`src/rtl/counter_pkg.sv`:
```
// rtl/counter_pkg.sv - shared types for the parametrised up/down counter
package counter_pkg;

  typedef enum logic [1:0] {
    MODE_WRAP    = 2'b00,
    MODE_SAT     = 2'b01,
    MODE_ONESHOT = 2'b10,
    MODE_RSVD    = 2'b11
  } mode_e;

  typedef enum logic [1:0] {
    S_IDLE = 2'b00,
    S_RUN  = 2'b01,
    S_DONE = 2'b10
  } cnt_state_e;

endpackage

```
`src/rtl/param_updown_counter_if.sv`:
```
// rtl/param_updown_counter_if.sv - control/status bundle of the up/down counter
interface param_updown_counter_if #(
  parameter int WIDTH      = 8,
  parameter int PRESCALE_W = 4
);
  logic                  en;
  logic                  chnge;
  logic                  load;
  logic [WIDTH-1:0]      load_val;
  logic [WIDTH-1:0]      limit;
  logic [1:0]            mode;
  logic [PRESCALE_W-1:0] prescale;
  logic [WIDTH-1:0]      out;
  logic                  tc;
  logic                  done;
  logic                  busy;
  logic                  err;

  modport master (
    output en, chnge, load, load_val, limit, mode, prescale,
    input  out, tc, done, busy, err
  );

  modport slave (
    input  en, chnge, load, load_val, limit, mode, prescale,
    output out, tc, done, busy, err
  );
endinterface

```
`src/rtl/tick_prescaler.sv`:
```
// rtl/tick_prescaler.sv - clock-enable divider, one tick every prescale+1 running cycles
module tick_prescaler #(
  parameter int PRESCALE_W = 4
) (
  input  logic                  CLK,
  input  logic                  reset,
  input  logic                  run,
  input  logic                  clr,
  input  logic [PRESCALE_W-1:0] prescale,
  output logic                  tick
);

  logic [PRESCALE_W-1:0] pcnt;

  assign tick = run && (pcnt == prescale);

  // A lowered prescale below pcnt is recovered by natural wrap of pcnt.
  always_ff @(posedge CLK or posedge reset) begin
    if (reset) begin
      pcnt <= '0;
    end else if (clr || tick) begin
      pcnt <= '0;
    end else if (run) begin
      pcnt <= pcnt + PRESCALE_W'(1);
    end
  end

endmodule

```
`src/rtl/param_updown_counter.sv`:
```
// rtl/param_updown_counter.sv - up/down counter with terminal value, modes, prescaler and load
module param_updown_counter
  import counter_pkg::*;
#(
  parameter int WIDTH      = 8,
  parameter int PRESCALE_W = 4
) (
  input  logic                  CLK,
  input  logic                  reset,
  param_updown_counter_if.slave bus
);

  cnt_state_e       state_q, state_d;
  logic [WIDTH-1:0] cnt_q, cnt_d;
  logic [WIDTH-1:0] cnt_inc, cnt_dec;
  logic             tc_q, tc_d;
  logic             err_q, err_d;
  logic             done_q, busy_q;
  logic             tick, step, term, up, run, clr;
  mode_e            mode_s;

  assign mode_s  = mode_e'(bus.mode);
  assign up      = bus.chnge;
  assign cnt_inc = cnt_q + WIDTH'(1);
  assign cnt_dec = cnt_q - WIDTH'(1);
  assign run     = (state_q == S_RUN);
  assign clr     = bus.load || !bus.en;

  // Above-limit values (limit lowered mid-count) are terminal when counting up.
  assign term = up ? (cnt_q >= bus.limit) : (cnt_q == '0);
  assign step = tick && bus.en && !bus.load;

  tick_prescaler #(
    .PRESCALE_W(PRESCALE_W)
  ) u_prescaler (
    .CLK      (CLK),
    .reset    (reset),
    .run      (run),
    .clr      (clr),
    .prescale (bus.prescale),
    .tick     (tick)
  );

  always_comb begin
    state_d = state_q;
    case (state_q)
      S_IDLE: begin
        if (bus.en) state_d = S_RUN;
      end
      S_RUN: begin
        if (!bus.en) begin
          state_d = S_IDLE;
        end else if (step && term && (mode_s == MODE_ONESHOT)) begin
          state_d = S_DONE;
        end
      end
      S_DONE: begin
        if (bus.load || (mode_s != MODE_ONESHOT)) state_d = S_IDLE;
      end
      default: state_d = S_IDLE;
    endcase
  end

  always_comb begin
    cnt_d = cnt_q;
    tc_d  = 1'b0;
    err_d = 1'b0;
    if (bus.load) begin
      if (bus.load_val > bus.limit) begin
        cnt_d = bus.limit;
        err_d = 1'b1;
      end else begin
        cnt_d = bus.load_val;
      end
    end else if (step) begin
      if (!term) begin
        if (up) begin
          cnt_d = cnt_inc;
          tc_d  = (cnt_inc >= bus.limit);
        end else begin
          cnt_d = cnt_dec;
          tc_d  = (cnt_dec == '0);
        end
      end else begin
        case (mode_s)
          MODE_SAT, MODE_ONESHOT: cnt_d = cnt_q;
          default:                cnt_d = up ? '0 : bus.limit;
        endcase
      end
    end
  end

  always_ff @(posedge CLK or posedge reset) begin
    if (reset) begin
      state_q <= S_IDLE;
      cnt_q   <= '0;
      tc_q    <= 1'b0;
      err_q   <= 1'b0;
      done_q  <= 1'b0;
      busy_q  <= 1'b0;
    end else begin
      state_q <= state_d;
      cnt_q   <= cnt_d;
      tc_q    <= tc_d;
      err_q   <= err_d;
      done_q  <= (state_d == S_DONE);
      busy_q  <= (state_d == S_RUN);
    end
  end

  assign bus.out  = cnt_q;
  assign bus.tc   = tc_q;
  assign bus.done = done_q;
  assign bus.busy = busy_q;
  assign bus.err  = err_q;

endmodule

```
`src/flat_wrapper.sv`:
```
// flat-port wrapper written by rule: the top's interface ports become plain ports
module param_updown_counter_flat import counter_pkg::*;
#(
  parameter int WIDTH      = 8,
  parameter int PRESCALE_W = 4
)
  (CLK, reset, bus_en, bus_chnge, bus_load, bus_load_val, bus_limit, bus_mode, bus_prescale, bus_out, bus_tc, bus_done, bus_busy, bus_err);
  param_updown_counter_if #(.WIDTH(WIDTH), .PRESCALE_W(PRESCALE_W)) bus_i ();
  input  logic CLK;
  input  logic reset;
  input wire logic [$bits(bus_i.en)-1:0] bus_en;
  input wire logic [$bits(bus_i.chnge)-1:0] bus_chnge;
  input wire logic [$bits(bus_i.load)-1:0] bus_load;
  input wire logic [$bits(bus_i.load_val)-1:0] bus_load_val;
  input wire logic [$bits(bus_i.limit)-1:0] bus_limit;
  input wire logic [$bits(bus_i.mode)-1:0] bus_mode;
  input wire logic [$bits(bus_i.prescale)-1:0] bus_prescale;
  output wire logic [$bits(bus_i.out)-1:0] bus_out;
  output wire logic [$bits(bus_i.tc)-1:0] bus_tc;
  output wire logic [$bits(bus_i.done)-1:0] bus_done;
  output wire logic [$bits(bus_i.busy)-1:0] bus_busy;
  output wire logic [$bits(bus_i.err)-1:0] bus_err;
  assign bus_i.en = bus_en;
  assign bus_i.chnge = bus_chnge;
  assign bus_i.load = bus_load;
  assign bus_i.load_val = bus_load_val;
  assign bus_i.limit = bus_limit;
  assign bus_i.mode = bus_mode;
  assign bus_i.prescale = bus_prescale;
  assign bus_out = bus_i.out;
  assign bus_tc = bus_i.tc;
  assign bus_done = bus_i.done;
  assign bus_busy = bus_i.busy;
  assign bus_err = bus_i.err;
  param_updown_counter #(.WIDTH(WIDTH), .PRESCALE_W(PRESCALE_W)) u_core (.CLK(CLK), .reset(reset), .bus(bus_i));
endmodule
```
`config.mk`:
```
export PLATFORM = sky130hd
export DESIGN_NAME = param_updown_counter_flat
export DESIGN_NICKNAME = d
export VERILOG_FILES = /design/src/rtl/counter_pkg.sv /design/src/rtl/param_updown_counter_if.sv /design/src/rtl/tick_prescaler.sv /design/src/rtl/param_updown_counter.sv /design/src/flat_wrapper.sv
export SDC_FILE = /design/constraint.sdc
export NUM_CORES = 1
export LEC_CHECK = 0
export CAP_MARGIN = 15
export CELL_PAD_IN_SITES_DETAIL_PLACEMENT = 1
export CELL_PAD_IN_SITES_GLOBAL_PLACEMENT = 1
export CORE_ASPECT_RATIO = 1.5
export CORE_MARGIN = 8
export CORE_UTILIZATION = 34
export CTS_BUF_LIST = sky130_fd_sc_hd__clkbuf_4
export DETAILED_ROUTE_END_ITERATION = 12
export PLACE_DENSITY = 0.79
export SLEW_MARGIN = 20
export SYNTH_ARGS = -nofsm -noshare
export SYNTH_HDL_FRONTEND = slang
export SYNTH_HIERARCHICAL = 1
export SYNTH_SLANG_ARGS = --single-unit
```
`constraint.sdc`:
```
create_clock -name CLK -period 6.07 [get_ports CLK]
set_input_delay 0.607 -clock CLK [delete_from_list [all_inputs] [get_ports CLK]]
set_output_delay 0.607 -clock CLK [all_outputs]
set_load 0.1 [all_outputs]
```
==> results.yml, run 1 <==
yosys:
  synth_top_area_frac: 0.209
  yosys_most_used_dff: "dfrtp_1"
  synth_area_per_cell_um2: 8.79
  synthTopCellsByArea: "dfrtp_1, ha_1, xnor2_1"
  synth_largest_area_cell: "dfrtp_1"
  synth_area_mm2: 0.00215
  synth_async_sr_flop_share: 1.00
  ys_warn_count: 6
  yosysSeqAreaShare: 0.209
  syn_nets: 301
  yosys_register_bits: 18
  synth_edf_count: 0
  synthCells: 245
  synth_cell_types: 58
job:
  maxCapViolCount: 0
global_route:
  grt_pass1_wl_mm: 11.4
  grt_usage: 0.156
  antenna_found_initial: 0
  grt_pass1_vias: 2319
  grt_start_max_net_pins: 18
  grt_overflow: 0
power_and_ir_drop:
  swShare: 0.508
  total_power_uw: 555
  p_seq_frac: 0.310
  combPwrFrac: 0.572
  p_int_uw: 273
  switchingPower_uw: 282
  leakage_nw: 1.13
  peakVddDrop_v: 0.0000707
  power.share.clock: 0.118
  pwr_density_cell_mw_per_mm2: 213
placement:
  place_hpwl_mm: 5.68
  preCtsSetupSlack_ps: 2740
  portBuffers: 38
  place_congestion: 0.905
floorplan:
  fp-row-count: 35
  start_util: 0.351
  die_area_mm2: 0.00919
  coreArea_mm2: 0.00613
  fp.dieW_um: 81.0
  fp.dieH_um: 113
  io_pins: 39
timing:
  fin_ws_ps: 3060
  final.min_clock_period_ps: 3010
  finalHoldViolCount: 0
  rsz0062_at_grt: "false"
  skew_ps: 8.13
  setup_viol: 0
  fin_setup_tns_ps: 0
  post-route-period-util: 0.496
  fmax_mhz: 332
  slew_headroom: 0.334
  slew_violations: 0
  tightestPinTransition_ps: 996
final_layout:
  fin_nets: 337
  drive_above_1_share: 0.0929
  synthToLayoutAreaGrowth_pct: 21.0
  diodes: 0
  fillCellCount: 756
worst_setup_path:
  worstSetupPathType: "input pin to register"
  start_kind: "input pin"
  cp_max_fo: 8
  cp-end-kind: "register"
  cp.required_ps: 6270
  cp.arrival_ps: 3210
route:
  viasPerCell: 5.95
  drt-total-wl_mm: 6.97
  drt_iter0_drc: 123
  ant_nets: 0
  drc: 0
  wl_per_cell_um: 19.7
  first_pass_iters: 4
  dr_total_vias: 2108
cts:
  cts_buffers: 3
  clk_pin_slew_ps: 120
  post_cts_buffers: 0
  clk_latency_ps: 300
  clock_path_buffers: 2
  root_buffer: "clkbuf_4"
  cts_tree: "done"
  postCtsHoldBufs: 0
  cts.repair.resized: 0
  h-tree-depth: 1
  cts.sinks: 18
worst_hold_path:
  hold_path_class: "register to register"
outcome:
  run_status: "complete, no violations"
==> cell usage in the layout, fill, tap and decap left out, drive strengths merged, types with 2 or more instances in the layout <==
master / netlist / final
mux2: 3 / 3
nor2b: 5 / 5
a31oi: 5 / 5
nand2: 11 / 11
xnor2: 10 / 10
or2: 3 / 3
o21ai: 7 / 7
o211a: 3 / 3
clkbuf: 2 / 3
a21o: 2 / 2
a211o: 2 / 2
a221o: 3 / 3
nor2: 18 / 18
or3: 3 / 3
nor3b: 5 / 5
nand3: 6 / 6
nand4: 6 / 6
nor3: 10 / 10
dfrtp: 18 / 18
and2: 2 / 2
o31ai: 2 / 2
o211ai: 9 / 9
o21a: 6 / 6
mux2i: 5 / 5
a211oi: 3 / 3
ha: 29 / 29
a21oi: 11 / 11
nand3b: 2 / 2
nor4: 5 / 5
a221oi: 2 / 2
o221ai: 2 / 2
xor2: 8 / 8
clkdlybuf4s50: 0 / 38
inv: 20 / 20
==> Yosys cell counts (2+ instances only) <==
cell type / n
ha_1: 29
nor2_1: 17
xor2_1: 8
a21oi_1: 11
nand2_1: 11
xnor2_1: 10
a211oi_1: 3
nand3_1: 6
o31ai_1: 2
a221o_1: 3
or3_1: 2
nor3_1: 7
buf_6: 2
o211ai_1: 8
nand4_1: 5
o21a_1: 6
nor3b_1: 5
and2_1: 2
o21ai_0: 5
a21o_1: 2
nor3_2: 2
nor4_1: 4
inv_1: 20
or2_2: 3
o221ai_1: 2
o21ai_2: 2
a31oi_1: 4
nor2b_1: 5
a221oi_2: 2
mux2i_1: 5
dfrtp_1: 18
mux2_2: 3
o211a_1: 3
buf_2: 3
nand3b_1: 2
==> area by class of cell <==
cell class / instances / area (µm²) / share of cell area
Inverter: 20 / 75.1 / 0.0288
Clock buffer: 3 / 22.5 / 0.00864
Tap cell: 74 / 92.6 / 0.0355
Clock inverter: 1 / 3.75 / 0.00144
Sequential cell: 18 / 450 / 0.173
Multi-Input combinational cell: 200 / 1580 / 0.607
Timing Repair Buffer: 38 / 380 / 0.146
==> through the flow <==
step           utilization  hold slack [ps]  instance area, µm²  std cells
3_5_place_dp         0.421              478                2580        350
4_1_cts              0.425              494                2610        354
2_1_floorplan            -              373                2150        245
5_1_grt              0.425              515                2610        354
6_report             0.425              492                2610        354
3_3_place_gp         0.421              476                2580        350
==> power by group through the flow <==
stage               registers (mW)  logic (mW)  clock network (mW)
finish                       0.172       0.317              0.0656
global placement             0.174       0.312                   0
CTS                          0.172       0.319              0.0677
floorplan                    0.229       0.172                   0
global route                 0.176       0.345              0.0707
detailed placement           0.175       0.317                   0
==> worst max-delay path, stage by stage <==
cell and delay [ps]:
clkdlybuf4s50_1 480, inv_1 90, ha_1 310, a211o_1 310, o211ai_2 80, nand2_1 130, o21ai_2 510, mux2_2 410
a221o_1 290
==> worst paths after layout <==
kind                                                     endpoint  cells after the start  slack, ps                   startpoint
setup / recovery                    u_core/bus.out[5]$_DFFE_PP0P_                      9       3060                 bus_limit[5]
hold / removal                          u_core/bus.busy$_DFF_PP0_                      1        490  u_core/state_q[1]$_DFF_PP0_
setup reg to reg                    u_core/bus.out[0]$_DFFE_PP0P_                      8       3310  u_core/state_q[1]$_DFF_PP0_
hold reg to reg                         u_core/bus.busy$_DFF_PP0_                      1        490  u_core/state_q[1]$_DFF_PP0_
max in group asynchronous                u_core/bus.err$_DFF_PP0_                      2       4940                        reset
min in group asynchronous  u_core/u_prescaler/pcnt[3]$_DFFE_PP0P_                      2        520                        reset
==> kinds of logic (layout without fill, tap and decap cells) <==
kind of cell / Yosys count / after routing / synth area share
and+or+nand+nor: 79 / 79 / 0.214
xor gates and xnor gates: 18 / 18 / 0.0732
AOI/OAI and AO/OA: 66 / 66 / 0.240
buffers and inverters: 27 / 62 / 0.0563
DFF: 18 / 18 / 0.209
muxes: 8 / 8 / 0.0389
adders and majority gates: 29 / 29 / 0.168
==> layer usage <==
layer  share of wire  global-route usage
met5               0                   0
met4           0.025              0.0671
met3           0.028              0.0126
met2            0.57               0.304
met1            0.38               0.157
==> sequential cells by signal (all words and copies together), names as in the netlist <==
name and flops:
u_core/bus.busy 1, u_core/state_q 2, u_core/bus.out 8, u_core/u_prescaler/pcnt 4, u_core/bus.tc 1, u_core/bus.done 1
u_core/bus.err 1
Power figures use the tool's default switching activity.
==> run 2: changes to the inputs <==
clock period = 3 ns   (was 6.07 ns; I/O delays follow)
==> results.yml, run 2 (synthesized netlist as in run 1, its figures left out) <==
outcome:
  run_status: "complete, no violations"
power_and_ir_drop:
  swShare: 0.512
  peakVddDrop_v: 0.000153
  p_seq_frac: 0.275
  leakage_nw: 1.19
  combPwrFrac: 0.610
  p_int_uw: 568
  pwr_density_cell_mw_per_mm2: 438
  power.share.clock: 0.115
  switchingPower_uw: 595
route:
  drt-total-wl_mm: 7.50
  dr_total_vias: 2197
  first_pass_iters: 4
  ant_nets: 0
  drc: 0
  wl_per_cell_um: 20.5
  viasPerCell: 6.02
  drt_iter0_drc: 153
global_route:
  grt_pass1_wl_mm: 12.1
  grt_usage: 0.165
  antenna_found_initial: 0
  grt_overflow: 0
  grt_pass1_vias: 2413
  grt_start_max_net_pins: 15
final_layout:
  final_cell_mix: "ha_1, clkdlybuf4s50_1, buf_4, inv_1, dfrtp_1"
  synthToLayoutAreaGrowth_pct: 23.2
  fin_nets: 347
  final_common_cell: "ha_1"
  drive_above_1_share: 0.166
  largest_register_ffs: 8
timing:
  setup_viol: 0
  whs_ps: 188
  skew_ps: 12.0
  rsz0062_at_grt: "false"
  post-route-period-util: 0.913
  slew_violations: 0
  fmax_mhz: 365
  fin_setup_tns_ps: 0
  slew_headroom: 0.565
  tightestPinTransition_ps: 651
  finalHoldViolCount: 0
  final.min_clock_period_ps: 2740
worst_setup_path:
  cp_max_fo: 10
  worstSetupPathType: "register to register"
  cp-end-kind: "register"
  cp.arrival_ps: 2910
  start_kind: "register"
  cp.required_ps: 3170
worst_hold_path:
  hold_path_class: "input pin to async pin"
cts:
  clk_latency_ps: 300
  post_cts_buffers: 0
  cts.sinks: 18
  h-tree-depth: 1
  cts_buffers: 3
  clock_path_buffers: 2
  root_buffer: "clkbuf_4"
  clk_pin_slew_ps: 120
  postCtsHoldBufs: 0
  cts_tree: "done"
  cts.repair.resized: 0
floorplan:
  fp.dieH_um: 113
  fp.dieW_um: 81.0
  io_pins: 39
  start_util: 0.351
  fp-row-count: 35
  die_area_mm2: 0.00919
  coreArea_mm2: 0.00613
placement:
  place_congestion: 0.879
  portBuffers: 38
  place_hpwl_mm: 6.19
job:
  maxCapViolCount: 0
==> run 2: critical path, stage by stage (launching register included) <==
cell and delay, ps:
dfrtp_1 630, inv_1 200, ha_1 380, ha_1 290, a21boi_0 140, o21a_1 180, o21ai_0 270, a211oi_1 130
nor3_1 270, nor3_1 130
==> run 2: layout make-up <==
class,instances,area [µm²]
fillers,741,3480
multi-input cells,200,1580
flip-flops and latches,18,450
repair buffers,48,425
well taps,74,92.6
inverters,20,75.1
clock buffers,3,22.5
clock inverters,1,3.75
diodes,1,2.50
==> run 2: stage by stage <==
stage	setup slack [ps]	utilization	power, mW	std cells	cell area (µm²)
floorplan	159	-	0.811	245	2150
global placement	134	0.428	1.01	360	2630
detailed placement	69.5	0.428	1.03	360	2630
CTS	234	0.433	1.16	364	2650
global route	48.7	0.433	1.23	364	2650
finish	260	0.433	1.16	365	2660
==> run 2: path summary, 6_finish.rpt <==
check	from	depth (start not counted)	end	slack (ps)
min	reset	2	u_core/u_prescaler/pcnt[3]$_DFFE_PP0P_	190
max in group asynchronous	reset	2	u_core/bus.err$_DFF_PP0_	2180
max reg2reg	u_core/bus.out[0]$_DFFE_PP0P_	9	u_core/bus.tc$_DFF_PP0_	260
min reg2reg	u_core/state_q[1]$_DFF_PP0_	1	u_core/bus.busy$_DFF_PP0_	500
max	u_core/bus.out[0]$_DFFE_PP0P_	9	u_core/bus.tc$_DFF_PP0_	260
min in group CLK	u_core/state_q[1]$_DFF_PP0_	1	u_core/bus.busy$_DFF_PP0_	500
==> run 2: power groups by stage <==
stage                     Clock, mW  Combinational (mW)  Sequential [mW]
after global placement            0               0.687            0.324
after global routing          0.146               0.760            0.325
after floorplan                   0               0.348            0.463
after detailed placement          0               0.704            0.324
final                         0.133               0.710            0.320
after CTS                     0.139               0.707            0.319
==> run 2: routing by layer <==
metal,global-route usage,vias to the layer above,part of all wire
met1,0.173,1097,0.37
met2,0.314,61,0.56
met4,0.0719,0,0.038
met5,0,-,0
met3,0.0165,23,0.036
li1,-,1016,-
==> run 3: changes to the inputs <==
HOLD_SLACK_MARGIN = 0.03   (was default)
MAX_ROUTING_LAYER = met4   (was default)
==> results.yml, run 3 (synthesized netlist as in run 1, its figures left out) <==
timing:
  setup_viol: 0
  fmax_mhz: 369
  finalHoldViolCount: 0
  final.min_clock_period_ps: 2710
  slew_violations: 0
  skew_ps: 11.9
  rsz0062_at_grt: "false"
  slew_headroom: 0.564
  fin_setup_tns_ps: 0
  tightestPinTransition_ps: 654
  post-route-period-util: 0.903
  whs_ps: 188
power_and_ir_drop:
  pwr_density_cell_mw_per_mm2: 438
  leakage_nw: 1.19
  p_seq_frac: 0.275
  total_power_mw: 1.16
  peakVddDrop_v: 0.000154
  power.share.clock: 0.115
  switchingPower_uw: 594
  swShare: 0.511
  p_int_uw: 568
  combPwrFrac: 0.609
worst_hold_path:
  hold_path_class: "input pin to async pin"
worst_setup_path:
  cpPeakStageDelay_ps: 640
  reg2regPathDepth: 9
  cp.arrival_ps: 2910
  cp_slowest_cell: "dfrtp_1"
  cpLargestDelayFamily: "compound AO/OA/AOI/OAI gates"
  cp_max_fo: 10
  cp-end-kind: "register"
  path_buf_inv: 1
  rrSetupSlack_ps: 290
  r2r_start: "u_core/bus.out[0]$_DFFE_PP0P_"
  cp.required_ps: 3200
  r2r-end: "u_core/bus.tc$_DFF_PP0_"
  path_cells: "inv_1 -> ha_1 -> ha_1 -> a21boi_0 -> o21a_1 -> o21ai_0 -> a211oi_1 -> nor3_1 -> nor3_1"
  start_kind: "register"
  worstSetupPathType: "register to register"
floorplan:
  fp.dieH_um: 113
  coreArea_mm2: 0.00613
  start_util: 0.351
  fp.dieW_um: 81.0
  fp-row-count: 35
  io_pins: 39
  die_area_mm2: 0.00919
route:
  wl_met2_mm: 4.14
  dr_wl_met3_um: 275
  drc: 0
  ant_nets: 0
  first_pass_iters: 4
  dr_total_vias: 2179
  drt_iter0_drc: 126
  met1_length_mm: 2.78
  drt-total-wl_mm: 7.50
  top_layer: "met4"
  wl_per_cell_um: 20.6
  viasPerCell: 5.97
global_route:
  grt_pass1_wl_mm: 12.1
  antenna_found_initial: 0
  grt_overflow: 0
  grt_pass1_vias: 2405
  grt_start_max_net_pins: 15
  grt_usage: 0.170
final_layout:
  fin_nets: 347
  fin_area_mm2: 0.00266
  synthToLayoutAreaGrowth_pct: 23.2
  drive_above_1_share: 0.166
  final_cell_mix: "ha_1, clkdlybuf4s50_1, buf_4, inv_1, dfrtp_1"
  largest_register_ffs: 8
  final_common_cell: "ha_1"
placement:
  place_area_mm2: 0.00263
  portBuffers: 38
  place_congestion: 0.893
  place_hpwl_mm: 6.19
cts:
  postCtsHoldBufs: 0
  cts_tree: "done"
  clock_path_buffers: 2
  cts_buffers: 3
  root_buffer: "clkbuf_4"
  clk_latency_ps: 300
  post_cts_buffers: 0
  h-tree-depth: 1
  cts.sinks: 18
  clk_pin_slew_ps: 120
  cts.repair.resized: 0
job:
  maxCapViolCount: 0
outcome:
  run_status: "complete, no violations"
run 3: layer usage:
layer | track usage | vias up
li1 | - | 1014
met1 | 0.173 | 1081
met2 | 0.315 | 59
met3 | 0.0157 | 25
met4 | 0.0719 | 0
met5 | - | -
run 3: worst register-to-register path, stage by stage (launching register included):
cell      delay [ps]
dfrtp_1          640
inv_1            200
ha_1             380
ha_1             290
a21boi_0         230
o21a_1           140
o21ai_0          120
a211oi_1         250
nor3_1           100
nor3_1           270
run 3: cell type report:
type / instances / area [µm²]
Multi-Input combinational cell: 200 / 1580
Tap cell: 74 / 92.6
Clock inverter: 1 / 3.75
Fill cell: 741 / 3480
Antenna cell: 1 / 2.50
Inverter: 20 / 75.1
Sequential cell: 18 / 450
Clock buffer: 3 / 22.5
Timing Repair Buffer: 48 / 425
run 3: how the worst max path moves through the flow:
stage	start	to	slack, ps	cells after the start
after floorplan	u_core/bus.out[0]$_DFFE_PP0P_	u_core/bus.out[5]$_DFFE_PP0P_	160	7
after global placement	bus_limit[5]	u_core/bus.out[5]$_DFFE_PP0P_	130	9
after detailed placement	bus_limit[5]	u_core/bus.out[5]$_DFFE_PP0P_	70	9
after CTS	u_core/bus.out[0]$_DFFE_PP0P_	u_core/bus.tc$_DFF_PP0_	230	9
after global routing	u_core/bus.out[0]$_DFFE_PP0P_	u_core/bus.tc$_DFF_PP0_	50	9
final	u_core/bus.out[0]$_DFFE_PP0P_	u_core/bus.tc$_DFF_PP0_	290	9
run 3: power by group through the flow:
| stage | combinational (mW) | clock, mW | sequential [mW] |
|---|---|---|---|
| after global routing | 0.760 | 0.146 | 0.324 |
| final | 0.708 | 0.134 | 0.320 |
| after floorplan | 0.348 | 0 | 0.463 |
| after global placement | 0.687 | 0 | 0.324 |
| after CTS | 0.707 | 0.139 | 0.319 |
| after detailed placement | 0.704 | 0 | 0.324 |
run 3: per-stage QoR:
stage / cells / setup slack [ps] / util
floorplan: 245 / 159 / -
global placement: 360 / 134 / 0.428
detailed placement: 360 / 69.5 / 0.428
CTS: 364 / 234 / 0.433
global route: 364 / 48.7 / 0.433
finish: 365 / 290 / 0.433
